===== config.mk =====
export PLATFORM = sky130hd
export DESIGN_NAME = audio_sram_buffer
export DESIGN_NICKNAME = d
export VERILOG_FILES = /design/src/rtl/audio_pkg.sv /design/src/rtl/audio_sram_buffer_sram_port.sv /design/src/rtl/audio_sram_buffer.sv
export SDC_FILE = /design/constraint.sdc
export NUM_CORES = 1
export LEC_CHECK = 0
export BUFFER_PORTS_ARGS = -buffer_cell sky130_fd_sc_hd__buf_2
export CAP_MARGIN = 15
export CORE_MARGIN = 2
export CORE_UTILIZATION = 55
export CTS_CLUSTER_SIZE = 12
export DETAILED_ROUTE_END_ITERATION = 10
export PLACE_DENSITY = 0.86
export SYNTH_ARGS = -nofsm -noshare
export SYNTH_HDL_FRONTEND = slang
export SYNTH_SLANG_ARGS = --single-unit

===== constraint.sdc =====
create_clock -name clk -period 3.7 [get_ports clk]
set_input_delay 0.925 -clock clk [delete_from_list [all_inputs] [get_ports clk]]
set_output_delay 0.925 -clock clk [all_outputs]
set_load 0.02 [all_outputs]

===== src/rtl/audio_pkg.sv =====
// Shared types and constants for the audio sample store and its controller.
`timescale 1ns/1ps
package audio_pkg;
  localparam int SAMPLE_W    = 16;
  localparam int SRAM_ADDR_W = 20;

  // State codes as seen by the top controller on state_o
  localparam logic [1:0] STATE_IDLE = 2'd0;
  localparam logic [1:0] STATE_REC  = 2'd1;
  localparam logic [1:0] STATE_PLAY = 2'd2;

  typedef enum logic [1:0] {
    BUF_IDLE = STATE_IDLE,
    BUF_REC  = STATE_REC,
    BUF_PLAY = STATE_PLAY
  } buf_state_e;

  typedef enum logic [2:0] {
    PORT_IDLE,
    PORT_W1,
    PORT_W2,
    PORT_R1,
    PORT_R2
  } port_phase_e;
endpackage


===== src/rtl/audio_sram_buffer_sram_port.sv =====
// Two-cycle asynchronous-SRAM access sequencer; all SRAM pins come straight from registers.
`timescale 1ns/1ps
module sram_port
  import audio_pkg::*;
#(
  parameter int ADDR_W = SRAM_ADDR_W
) (
  input  logic                clk,
  input  logic                rst_n,
  input  logic                req,
  input  logic                we,
  input  logic [ADDR_W-1:0]   addr,
  input  logic [SAMPLE_W-1:0] wdata,
  output logic                busy,
  output logic                ack,
  output logic [SAMPLE_W-1:0] rdata,
  output logic [ADDR_W-1:0]   sram_addr,
  output logic [SAMPLE_W-1:0] sram_dq_o,
  input  logic [SAMPLE_W-1:0] sram_dq_i,
  output logic                sram_dq_oe,
  output logic                sram_oe_n,
  output logic                sram_we_n
);
  port_phase_e phase_reg;

  assign busy = (phase_reg != PORT_IDLE);

  always_ff @(posedge clk or negedge rst_n) begin
    if (!rst_n) begin
      phase_reg  <= PORT_IDLE;
      ack        <= 1'b0;
      rdata      <= '0;
      sram_addr  <= '0;
      sram_dq_o  <= '0;
      sram_dq_oe <= 1'b0;
      sram_oe_n  <= 1'b1;
      sram_we_n  <= 1'b1;
    end else begin
      case (phase_reg)
        PORT_IDLE: begin
          if (req) begin
            sram_addr <= addr;
            if (we) begin
              sram_dq_o  <= wdata;
              sram_dq_oe <= 1'b1;
              sram_we_n  <= 1'b0;
              phase_reg  <= PORT_W1;
            end else begin
              sram_oe_n <= 1'b0;
              phase_reg <= PORT_R1;
            end
          end
        end
        // DQ stays driven through W2 so data holds past the rising edge of we_n
        PORT_W1: begin
          sram_we_n <= 1'b1;
          ack       <= 1'b1;
          phase_reg <= PORT_W2;
        end
        PORT_W2: begin
          ack        <= 1'b0;
          sram_dq_oe <= 1'b0;
          phase_reg  <= PORT_IDLE;
        end
        PORT_R1: begin
          sram_oe_n <= 1'b1;
          rdata     <= sram_dq_i;
          ack       <= 1'b1;
          phase_reg <= PORT_R2;
        end
        PORT_R2: begin
          ack       <= 1'b0;
          phase_reg <= PORT_IDLE;
        end
        default: phase_reg <= PORT_IDLE;
      endcase
    end
  end
endmodule


===== src/rtl/audio_sram_buffer.sv =====
// Record/playback sample store: mode FSM, shared pointer and recording length;
// SRAM pin timing is delegated to sram_port.
`timescale 1ns/1ps
module audio_sram_buffer
  import audio_pkg::*;
#(
  parameter int          ADDR_W  = SRAM_ADDR_W,
  parameter int unsigned MAX_LEN = 2**ADDR_W
) (
  input  logic                clk,
  input  logic                rst_n,
  input  logic                start_rec,
  input  logic                start_play,
  input  logic                stop,
  input  logic [SAMPLE_W-1:0] rec_data,
  input  logic                rec_valid,
  input  logic                play_req,
  output logic [SAMPLE_W-1:0] play_data,
  output logic                play_valid,
  output logic [1:0]          state_o,
  output logic [ADDR_W:0]     length,
  output logic [ADDR_W-1:0]   addr_o,
  output logic                done,
  output logic                overrun,
  output logic [ADDR_W-1:0]   sram_addr,
  output logic [SAMPLE_W-1:0] sram_dq_o,
  input  logic [SAMPLE_W-1:0] sram_dq_i,
  output logic                sram_dq_oe,
  output logic                sram_ce_n,
  output logic                sram_oe_n,
  output logic                sram_we_n,
  output logic                sram_lb_n,
  output logic                sram_ub_n
);
  localparam logic [ADDR_W:0] LIMIT = (ADDR_W+1)'(MAX_LEN);
  localparam logic [ADDR_W:0] ONE   = (ADDR_W+1)'(1);

  buf_state_e        state_reg;
  logic [ADDR_W:0]   ptr_reg;
  logic [ADDR_W:0]   length_reg;
  logic              stop_pend_reg;
  logic              done_reg;
  logic              overrun_reg;

  logic              port_req;
  logic              port_we;
  logic              port_busy;
  logic              port_ack;
  logic [SAMPLE_W-1:0] port_rdata;
  logic              in_flight;
  logic              stop_any;
  logic [ADDR_W:0]   ptr_next;

  // in_flight: access issued but not in its final cycle (W1/R1)
  always_comb begin
    in_flight = port_busy & ~port_ack;
    stop_any  = stop | stop_pend_reg;
    ptr_next  = ptr_reg + ONE;
    port_we   = (state_reg == BUF_REC);
    port_req  = ~port_busy & ~stop_any &
                (((state_reg == BUF_REC)  & rec_valid) |
                 ((state_reg == BUF_PLAY) & play_req));
  end

  sram_port #(.ADDR_W(ADDR_W)) u_port (
    .clk        (clk),
    .rst_n      (rst_n),
    .req        (port_req),
    .we         (port_we),
    .addr       (ptr_reg[ADDR_W-1:0]),
    .wdata      (rec_data),
    .busy       (port_busy),
    .ack        (port_ack),
    .rdata      (port_rdata),
    .sram_addr  (sram_addr),
    .sram_dq_o  (sram_dq_o),
    .sram_dq_i  (sram_dq_i),
    .sram_dq_oe (sram_dq_oe),
    .sram_oe_n  (sram_oe_n),
    .sram_we_n  (sram_we_n)
  );

  always_ff @(posedge clk or negedge rst_n) begin
    if (!rst_n) begin
      state_reg     <= BUF_IDLE;
      ptr_reg       <= '0;
      length_reg    <= '0;
      stop_pend_reg <= 1'b0;
      done_reg      <= 1'b0;
      overrun_reg   <= 1'b0;
    end else begin
      done_reg <= 1'b0;
      case (state_reg)
        BUF_IDLE: begin
          stop_pend_reg <= 1'b0;
          if (!stop) begin
            if (start_rec) begin
              state_reg   <= BUF_REC;
              ptr_reg     <= '0;
              length_reg  <= '0;
              overrun_reg <= 1'b0;
            end else if (start_play) begin
              if (length_reg == '0) begin
                done_reg <= 1'b1;
              end else begin
                state_reg <= BUF_PLAY;
                ptr_reg   <= '0;
              end
            end
          end
        end
        BUF_REC: begin
          if (rec_valid && port_busy) overrun_reg <= 1'b1;
          if (port_ack) ptr_reg <= ptr_next;
          if ((port_ack && ptr_next == LIMIT) || (stop_any && !in_flight)) begin
            length_reg    <= port_ack ? ptr_next : ptr_reg;
            done_reg      <= 1'b1;
            stop_pend_reg <= 1'b0;
            state_reg     <= BUF_IDLE;
          end else if (stop) begin
            stop_pend_reg <= 1'b1;
          end
        end
        BUF_PLAY: begin
          if (port_ack) ptr_reg <= ptr_next;
          if ((port_ack && ptr_next == length_reg) || (stop_any && !in_flight)) begin
            done_reg      <= 1'b1;
            stop_pend_reg <= 1'b0;
            state_reg     <= BUF_IDLE;
          end else if (stop) begin
            stop_pend_reg <= 1'b1;
          end
        end
        default: state_reg <= BUF_IDLE;
      endcase
    end
  end

  assign play_data  = port_rdata;
  assign play_valid = port_ack & (state_reg == BUF_PLAY);
  assign state_o    = state_reg;
  assign length     = length_reg;
  assign addr_o     = ptr_reg[ADDR_W-1:0];
  assign done       = done_reg;
  assign overrun    = overrun_reg;
  assign sram_ce_n  = 1'b0;
  assign sram_lb_n  = 1'b0;
  assign sram_ub_n  = 1'b0;
endmodule

==> metrics.md <==
| Metric | Value |
|---|---|
| Pwr dens | 555.3 mW/mm² |
| I/O pin cnt | 143 |
| Core Area | 0.01079 mm² |
| Status | completed |
| Yosys warns | 0 |
| CTS sink count | 106 |
| Final Util | 0.6500 |
| Avg WL per Cell | 18.99 µm |
| Total Power | 3.895 mW |
| Post-DP HPWL | 13040 µm |
| PortBufs | 139 |
| Peak supply drop | 0.5916 mV |
| Final Hold Viols | 0 |
| CP cell instances | ha_1 -> nand3_2 -> buf_4 -> o211ai_1 -> o2111ai_1 -> or4_1 -> nor4_1 -> nand4_1 -> a31oi_2 -> mux2_1 |
| FF-to-FF Start | ptr_reg[1] |
| Antenna violations before repair | 0 |
| Num rows | 38 |
| Vias | 5573 |
| Crit. End Element | register |
| LEAKAGE | 3.474 nW |
| Distinct cells, synth | 67 |
| Max Buffers Root-to-Sink | 2 |
| Sequential area share after synthesis | 0.4364 |
| Die ar. | 0.01192 mm² |
| Synthesis-to-finish area growth | 15.32% |
| Setup Crit Path Kind | register to register |
| Max-slew headroom | 0.2838 |
| Fmax achieved | 0.2859 GHz |
| Min Tclk post-route | 3.498 ns |
| Critical Path AT | 3.78 ns |
| Pre-Repair DR Iteration Count | 6 |
| Largest net degree at the start of global routing | 56 |
| CP max stage delay | 0.52 ns |
| Critical path peak fanout | 9 |
| Max-cap violations | 0 |
| Commonest cells after routing, fill and taps aside | nand2_1, buf_2, dfrtp_1, o21ai_0, buf_4 |
| ANT cells | 0 |
| Die span in y | 109.2 µm |
| Avg Vias per Cell | 5.973 |
| Synthesized area | 0.006083 mm² |
| Nets | 832 |
| Mean Syn Cell Area | 9.026 µm² |
| Startpoint types | register |
| Worst r2r dst | state_o[1] |
| Die W | 109.2 µm |
| H-Tree Depth | 3 |
| Asr flop ratio synth | 1.000 |
| Commonest non-fill, non-tap cell in the layout | nand2_1 |
| Starting Density | 0.5636 |
| CTS root buf | clkbuf_8 |
| Synthesized flop and latch total | 106 |
| Worst min path class | register to register |
| Setup WS post-layout | 0.2022 ns |
| CP required | 3.98 ns |
| Total gr overflow | 0 |
| Endpoints failing setup | 0 |
| Slowest-stage cell, CP | dfrtp_1 |
| Reg2reg setup slack | 0.20 ns |
| Later-pin clock latency in the skew report | 0.39 ns |
| Worst hold start | u_port.sram_addr[2] |
| Final Cycle Share | 0.9454 |
| DRC Markers | 0 |
| Critical path destination | state_o[1] |
| Worst Skew | 0.01342 ns |
| RSZ-0062 raised after global routing | false |
| Final WL | 17720 µm |
| Num CTS Buffers | 9 |
| Placer Congestion | 0.9983 |
| Critical Path Start | ptr_reg[1] |
| Share of cells above drive strength 1 | 0.3001 |
| CTS tree | yes |
| Vias in the first global route | 5274 |
| Worst-margin pin slew | 1.073 ns |
| Post-synth EDFFs | 0 |
| Resized Gates After CTS | 0 |
| Most used DFF post-synth | dfrtp_1 |
| Setup TNS | 0 ns |
| Max Transition Viols Final | 0 |
| First-pass GRT wire length | 28060 µm |
| GRT Util Overall | 0.3082 |
| R2R depth | 10 |
| Initial DRC count | 570 |
| Final ANT Viol Nets | 0 |
| Pre-CTS setup slack | 0.2594 ns |
| Worst-path clk slew | 0.11 ns |
| Synth Instances | 674 |
## per-stage QoR
stage	hold slack (ns)	cell area [µm²]	std cells
after floorplan	0.4803	6091	676
after CTS	0.4911	7000	931
final	0.4855	7015	933
after global placement	0.4535	6813	915
after global routing	0.5164	7015	933
after detailed placement	0.4571	6813	915
## area by class of cell
type | instances | area, µm²
timing repair buffer | 169 | 923.4
sequential | 106 | 2655
multi-input combinational | 489 | 3025
inverter | 13 | 48.80
clock buffer | 10 | 127.6
tap | 140 | 175.2
fill | 906 | 3777
clock inverter | 6 | 60.06
## per-layer routing
metal	vias to the layer above	track usage	wire [µm]
met5	-	0	0
met3	38	0.08010	1713
met1	2710	0.4183	7273
met4	0	0.08409	371
li1	2515	-	-
met2	310	0.4916	8361
## power by group
part	total, mW	internal (mW)	switching (mW)
combinational	1.60	0.515	1.09
clock	0.710	0.261	0.450
sequential	1.58	1.40	0.180
## logic make-up after synthesis
family,synth area share
simple gates,0.2324
flops,0.4364
buf+inv,0.06931
mux,0.04011
other cells,0.0006164
compound gates,0.1403
xor+xnor,0.07055
fa+ha+maj,0.01028
## cells in the mapped netlist (12+ instances only)
cell        n  area [µm²]
clkbuf_1   28       105.1
nand2_1   174       653.1
xnor2_1    27       236.5
buf_4      27       202.7
nand3_1    13       65.06
xor2_1     22       192.7
o31ai_2    18       225.2
o21ai_0    41       205.2
o31ai_1    12       90.09
nor2_1     30       112.6
mux2_2     18       202.7
dfrtp_1   104        2603
## repair_timing
item / in CTS / in global routing
endpoints found under the setup margin: 0 / 1
hold endpoints to repair: 0 / 0
setup buffers: 0 / 2
hold buffers: 0 / 0
## how the worst min path moves through the flow
| stage | depth (start not counted) | end |
|---|---|---|
| 5_1_grt | 2 | u_port.rdata[8] |
| 4_1_cts | 2 | u_port.sram_addr[17] |
| 6_report | 2 | u_port.sram_addr[2] |
| 2_1_floorplan | 1 | u_port.ack |
| 3_3_place_gp | 2 | u_port.rdata[13] |
| 3_5_place_dp | 2 | u_port.rdata[13] |
## worst max-delay path: cells and delay by family (launching register included)
family	cells	cell delay (ns)
AND/OR/NAND/NOR	4	1.29
AO/OA/AOI/OAI	3	0.65
flip-flops	1	0.52
adder cells (fa/ha/maj)	1	0.36
multiplexers	1	0.34
buffers and inverters	1	0.23
(Power assumes the default switching activity.)
